`src/rtl/aes_round_seq.sv`:
```
// rtl/aes_round_seq.sv - iterative AES-128 sequencer driving one shared external round unit
//
// Optional build macro: AES_RNDTAP_EN (adds tap_valid / tap_data state observation outputs)
//
// Ports:
//   clk, rst                  clock (rising edge), asynchronous active-high reset
//   in_valid/in_ready         plaintext + key handshake (in_data, in_key)
//   out_valid/out_ready       ciphertext handshake (out_data)
//   busy                      a block is in flight (RUN or DONE)
//   rnd_state_o, rnd_key_o    current state / round key presented to the round unit
//   rnd_num_o, rnd_final_o    round index 1..NR and final-round flag (skip MixColumns)
//   rnd_state_i, rnd_key_i    round-unit result state and next round key
//   tap_valid, tap_data       (AES_RNDTAP_EN only) pulse + value at every state update
module aes_round_seq #(
  parameter int NR           = 10,
  parameter int ROUND_CYCLES = 1
) (
  input  logic         clk,
  input  logic         rst,
  input  logic         in_valid,
  output logic         in_ready,
  input  logic [127:0] in_data,
  input  logic [127:0] in_key,
  output logic         out_valid,
  input  logic         out_ready,
  output logic [127:0] out_data,
  output logic         busy,
  output logic [127:0] rnd_state_o,
  output logic [127:0] rnd_key_o,
  output logic [3:0]   rnd_num_o,
  output logic         rnd_final_o,
  input  logic [127:0] rnd_state_i,
  input  logic [127:0] rnd_key_i
`ifdef AES_RNDTAP_EN
  ,
  output logic         tap_valid,
  output logic [127:0] tap_data
`endif
);

  // Counter is at least one bit wide so ROUND_CYCLES==1 still elaborates cleanly.
  localparam int CW = (ROUND_CYCLES > 1) ? $clog2(ROUND_CYCLES) : 1;
  localparam logic [CW-1:0] CNT_LAST = CW'(ROUND_CYCLES - 1);
  localparam logic [3:0]    NR_L     = 4'(NR);

  typedef enum logic [1:0] {S_IDLE, S_RUN, S_DONE} state_e;

  state_e         fsm_q, fsm_d;
  logic [127:0]   state_q, state_d;
  logic [127:0]   key_q, key_d;
  logic [3:0]     rnd_q, rnd_d;
  logic [CW-1:0]  cnt_q, cnt_d;
  logic           out_valid_q, out_valid_d;
  logic           busy_q, busy_d;
  logic           state_upd;
  logic           accept;
  logic           round_done;

  // DONE forwards out_ready so a new block can load on the same edge the
  // result is taken, giving back-to-back throughput.
  assign in_ready   = (fsm_q == S_IDLE) || ((fsm_q == S_DONE) && out_ready);
  assign accept     = in_valid && in_ready;
  assign round_done = (fsm_q == S_RUN) && (cnt_q == CNT_LAST);

  always_comb begin
    fsm_d       = fsm_q;
    state_d     = state_q;
    key_d       = key_q;
    rnd_d       = rnd_q;
    cnt_d       = cnt_q;
    out_valid_d = out_valid_q;
    busy_d      = busy_q;
    state_upd   = 1'b0;

    unique case (fsm_q)
      S_IDLE: begin
        if (accept) begin
          fsm_d     = S_RUN;
          state_d   = in_data ^ in_key;
          key_d     = in_key;
          rnd_d     = 4'd1;
          cnt_d     = '0;
          busy_d    = 1'b1;
          state_upd = 1'b1;
        end
      end
      S_RUN: begin
        if (round_done) begin
          state_d   = rnd_state_i;
          key_d     = rnd_key_i;
          cnt_d     = '0;
          state_upd = 1'b1;
          if (rnd_q == NR_L) begin
            fsm_d       = S_DONE;
            out_valid_d = 1'b1;
          end else begin
            rnd_d = rnd_q + 4'd1;
          end
        end else begin
          cnt_d = cnt_q + 1'b1;
        end
      end
      S_DONE: begin
        if (out_ready) begin
          out_valid_d = 1'b0;
          if (in_valid) begin
            fsm_d     = S_RUN;
            state_d   = in_data ^ in_key;
            key_d     = in_key;
            rnd_d     = 4'd1;
            cnt_d     = '0;
            state_upd = 1'b1;
          end else begin
            fsm_d  = S_IDLE;
            busy_d = 1'b0;
          end
        end
      end
      default: begin
        fsm_d       = S_IDLE;
        out_valid_d = 1'b0;
        busy_d      = 1'b0;
      end
    endcase
  end

  always_ff @(posedge clk or posedge rst) begin
    if (rst) begin
      fsm_q       <= S_IDLE;
      state_q     <= '0;
      key_q       <= '0;
      rnd_q       <= '0;
      cnt_q       <= '0;
      out_valid_q <= 1'b0;
      busy_q      <= 1'b0;
    end else begin
      fsm_q       <= fsm_d;
      state_q     <= state_d;
      key_q       <= key_d;
      rnd_q       <= rnd_d;
      cnt_q       <= cnt_d;
      out_valid_q <= out_valid_d;
      busy_q      <= busy_d;
    end
  end

  // state_q only moves at load and round boundaries, so it serves both as
  // the held ciphertext in DONE and as the round-unit operand in RUN.
  assign out_valid   = out_valid_q;
  assign busy        = busy_q;
  assign out_data    = state_q;
  assign rnd_state_o = state_q;
  assign rnd_key_o   = key_q;
  assign rnd_num_o   = rnd_q;
  assign rnd_final_o = (rnd_q == NR_L);

`ifdef AES_RNDTAP_EN
  logic         tap_valid_q;
  logic [127:0] tap_data_q;

  always_ff @(posedge clk or posedge rst) begin
    if (rst) begin
      tap_valid_q <= 1'b0;
      tap_data_q  <= '0;
    end else begin
      tap_valid_q <= state_upd;
      if (state_upd) begin
        tap_data_q <= state_d;
      end
    end
  end

  assign tap_valid = tap_valid_q;
  assign tap_data  = tap_data_q;
`else
  logic unused_upd;
  assign unused_upd = state_upd;
`endif

endmodule

```
`config.mk`:
```
export PLATFORM = sky130hd
export DESIGN_NAME = aes_round_seq
export DESIGN_NICKNAME = d
export VERILOG_FILES = /design/src/rtl/aes_round_seq.sv
export SDC_FILE = /design/constraint.sdc
export NUM_CORES = 1
export LEC_CHECK = 0
export CAP_MARGIN = 5
export CORE_AREA = 3 3 356 358
export DETAILED_ROUTE_END_ITERATION = 10
export DIE_AREA = 0 0 359 361
export MAX_ROUTING_LAYER = met4
export PLACE_DENSITY = 0.35
export SYNTH_ARGS = -nofsm -noshare
export SYNTH_HDL_FRONTEND = slang
export SYNTH_SLANG_ARGS = --single-unit
```
`constraint.sdc`:
```
create_clock -name clk -period 15.9 [get_ports clk]
set_input_delay 3.18 -clock clk [delete_from_list [all_inputs] [get_ports clk]]
set_output_delay 3.18 -clock clk [all_outputs]
set_load 0.005 [all_outputs]
```
==> results.yml <==
global_route:
  antenna_violations_before_repair: 16
  first_global_vias: 14834
  grt_max_degree: 105
  grt.total_usage_pct: 12.4
  grt_first_pass_wirelength_um: 113000
  overflow_left_after_global_routing: 0
routing:
  postRouteAntennaNets: 0
  avgRoutedWirePerCell_um: 20.4
  wl_um: 81000
  detailedRoute.firstPassIterationCount: 5
  drtIter0Drc: 517
  route.detailed.vias_per_inst: 3.44
  detailroute.via_count: 13626
  detail_route.drc_violations: 0
placed_design:
  dpl_worst_slack_ps: 8190
  post-dp-hpwl_um: 64500
  portBuffers: 907
  gp_congestion: 0.863
cts:
  insertion_delay_ps: 560
  tritoncts.num_buffers: 37
  cts_htree_levels: 2
  ctsLongestPathBuffers: 3
  clock_sink_count: 265
  worst_setup_hold_path_clk_slew_ps: 60
  ctsResizeCount: 0
  cts_hold_buffers: 0
  cts_tree: "built"
  root_buffer: "sky130_fd_sc_hd__clkbuf_16"
  post_cts.repair.setup_buffers: 0
power:
  combinational_power_share_pct: 58.1
  post-layout-total-power_mw: 5.19
  power.sequential.fraction_pct: 26.2
  pwr-share-clk_pct: 15.7
  power-per-cell-area_nw_per_um2: 193
  power.share.switching_pct: 35.7
  switching_power_mw: 1.85
  ir_worst_vdd_mv: 0.129
  power_report.internal_total_mw: 3.34
  cellLeakagePower_nw: 11.6
floorplanning:
  floorplan.rows: 129
  ioPinCount: 908
  core_um2: 124000
  floorplan.initialDensity_pct: 13.2
  chipWidth_um: 359
  die_area_um2: 130000
  die-height_um: 361
worst_hold_path:
  worstHoldPathType: "reg2reg"
  min_delay_path_depth: 1
yosys:
  netlist_area_before_placement_um2: 16300
  synth-seq-area-share_pct: 40.8
  synth_nets: 2068
  postSynthCellCount: 1550
  synth_cell_type_count: 34
  synth_top_cell_area_share_pct: 40.8
  yosysTopAreaCell: "sky130_fd_sc_hd__dfrtp_1"
  yosys_warnings: 0
  synth-seq-cells: 265
  ys_top_cells_by_area: "sky130_fd_sc_hd__dfrtp_1, sky130_fd_sc_hd__mux2_4, sky130_fd_sc_hd__nand2_1, sky130_fd_sc_hd__xnor2_1, sky130_fd_sc_hd__buf_4"
  syn-mean-instance-area_um2: 10.5
critical_path:
  worst-path-buf-inv: 3
  crit_arrival_ps: 4520
  rr_worst_depth: 6
  critical_path.slowest_cell: "sky130_fd_sc_hd__clkdlybuf4s50_1"
  path_delay_family: "buffers and inverters"
  worst-endpoint-required_ps: 12720
  critical_path.most_common_cell: "sky130_fd_sc_hd__clkdlybuf4s50_1"
  worst-setup-path-type: "in2out"
  crit_fanout: 3
  cp-start-kind: "primary input"
  path_cells: "clkdlybuf4s50_1 > inv_1 > a21oi_1 > clkdlybuf4s50_1"
  max_stage_delay_ps: 540
  path_depth: 4
  endpoint_type_of_the_worst_setup_path: "output pin"
timing:
  fin_crit_sh_pct: 48.4
  pins_over_their_slew_limit: 0
  setup_ws_ps: 8200
  skew_ps: 15.1
  timing.setup.tns_ps: 0
  timing_hold_violations_final: 0
  timing.slew.headroom_pct: 27.6
  max_freq_ghz: 0.130
  setup_viol_count_final: 0
  max_slew.worst_pin.slew_ps: 1090
  grt_setup_unrepaired: "false"
  min_period_ps: 7700
finish:
  multi_input_comb_area_um2: 7710
  share_of_layout_cells_above_drive_strength_1_pct: 14.1
  fillerInstances: 13528
  postLayoutCoreUtil_pct: 21.7
  sequential_cell_area_um2: 6630
  area_overhead_vs_synth_pct: 64.8
  design.final.nets: 2812
run:
  timing.max_cap.violations: 0
outcome:
  outcome: "complete, no violations"
-- cell usage after synthesis --
cell type / n
sky130_fd_sc_hd__nor3_2: 1
sky130_fd_sc_hd__dfrtp_1: 265
sky130_fd_sc_hd__buf_4: 128
sky130_fd_sc_hd__nor2_1: 3
sky130_fd_sc_hd__o21a_1: 1
sky130_fd_sc_hd__nor3_1: 1
sky130_fd_sc_hd__a21oi_2: 1
sky130_fd_sc_hd__clkbuf_2: 1
sky130_fd_sc_hd__o21ai_0: 12
sky130_fd_sc_hd__o21ai_1: 121
sky130_fd_sc_hd__nor2b_4: 2
sky130_fd_sc_hd__and2_1: 1
sky130_fd_sc_hd__and3_1: 1
sky130_fd_sc_hd__o211ai_1: 1
sky130_fd_sc_hd__mux2_4: 235
sky130_fd_sc_hd__a21oi_1: 1
sky130_fd_sc_hd__mux2_1: 6
sky130_fd_sc_hd__clkbuf_1: 19
sky130_fd_sc_hd__buf_8: 13
sky130_fd_sc_hd__a21o_1: 1
sky130_fd_sc_hd__buf_12: 12
sky130_fd_sc_hd__and3b_1: 1
sky130_fd_sc_hd__mux2_2: 16
sky130_fd_sc_hd__nand2b_1: 1
sky130_fd_sc_hd__a31oi_1: 3
sky130_fd_sc_hd__buf_2: 9
sky130_fd_sc_hd__a41oi_1: 1
sky130_fd_sc_hd__ha_1: 2
sky130_fd_sc_hd__xnor2_1: 128
sky130_fd_sc_hd__buf_6: 35
sky130_fd_sc_hd__nand3_1: 2
sky130_fd_sc_hd__nand2_1: 519
sky130_fd_sc_hd__o21ai_4: 1
sky130_fd_sc_hd__inv_1: 6
-- layer usage --
metal	global-route usage, %	routed length, um
met1	14.7	34100
met2	20.4	39800
met3	3.37	5080
met4	3.54	2070
met5	-	0
-- cells in the final DEF (no fill, tap or decap), types with 5 or more instances in the layout --
cell,netlist,routed
sky130_fd_sc_hd__buf_4,128,13
sky130_fd_sc_hd__clkbuf_1,19,8
sky130_fd_sc_hd__clkbuf_16,0,39
sky130_fd_sc_hd__clkbuf_8,0,8
sky130_fd_sc_hd__clkdlybuf4s50_1,0,907
sky130_fd_sc_hd__clkinv_2,0,5
sky130_fd_sc_hd__dfrtp_1,265,265
sky130_fd_sc_hd__diode_2,0,11
sky130_fd_sc_hd__inv_1,6,5
sky130_fd_sc_hd__mux2_1,6,6
sky130_fd_sc_hd__mux2_2,16,16
sky130_fd_sc_hd__mux2_4,235,235
sky130_fd_sc_hd__nand2_1,519,519
sky130_fd_sc_hd__o21ai_0,12,12
sky130_fd_sc_hd__o21ai_1,121,121
sky130_fd_sc_hd__xnor2_1,128,128
-- power groups by stage --
stage,registers [mW],logic [mW],clock network (mW)
floorplan,1.28,1.83,0
global route,1.42,3.22,0.885
finish,1.36,3.01,0.815
CTS,1.37,3.07,0.868
global placement,1.37,3.07,0
detailed placement,1.37,3.06,0
-- metrics by stage --
stage	std cells	area, um^2	hold WS [ps]
after global routing	3963	26800	518
after global placement	3892	25600	491
after detailed placement	3892	25600	491
final	3964	26800	506
after floorplan	1550	16300	489
after CTS	3953	26800	510
-- layout make-up --
type / count / share of cell area (%)
inverters: 6 / 0.112
clock buffers: 55 / 4.16
clock inverters: 6 / 0.126
well taps: 1637 / 7.64
repair buffers: 922 / 34.4
multi-input cells: 1062 / 28.8
diodes: 11 / 0.103
flip-flops and latches: 265 / 24.7
-- cells by family after synthesis --
family,share of synthesized area [%]
xor+xnor,6.89
flops,40.8
mux,23.2
buf+inv,11.9
compound gates,4.58
fa+ha+maj,0.154
simple gates,12.5
-- flip-flops by register name (all words and copies together), names as in the netlist --
register   flops
busy           1
cnt_q          1
fsm_q          2
out_data     128
out_valid      1
rnd_key_o    128
rnd_num_o      4
-- worst paths after layout --
kind                                          start                        end  slack, ps
min in group asynchronous                       rst   out_data[78]$_DFFE_PP0P_       3120
min                        rnd_key_o[0]$_DFFE_PP0P_   rnd_key_o[0]$_DFFE_PP0P_        510
max in group asynchronous                       rst  rnd_key_o[31]$_DFFE_PP0P_      11240
max                                       out_ready                   in_ready       8200
max reg2reg                    fsm_q[0]$_DFFE_PP0P_  out_data[123]$_DFFE_PP0P_      12170
min reg2reg                rnd_key_o[0]$_DFFE_PP0P_   rnd_key_o[0]$_DFFE_PP0P_        510
Note: power is estimated with default switching activity, not from simulation.
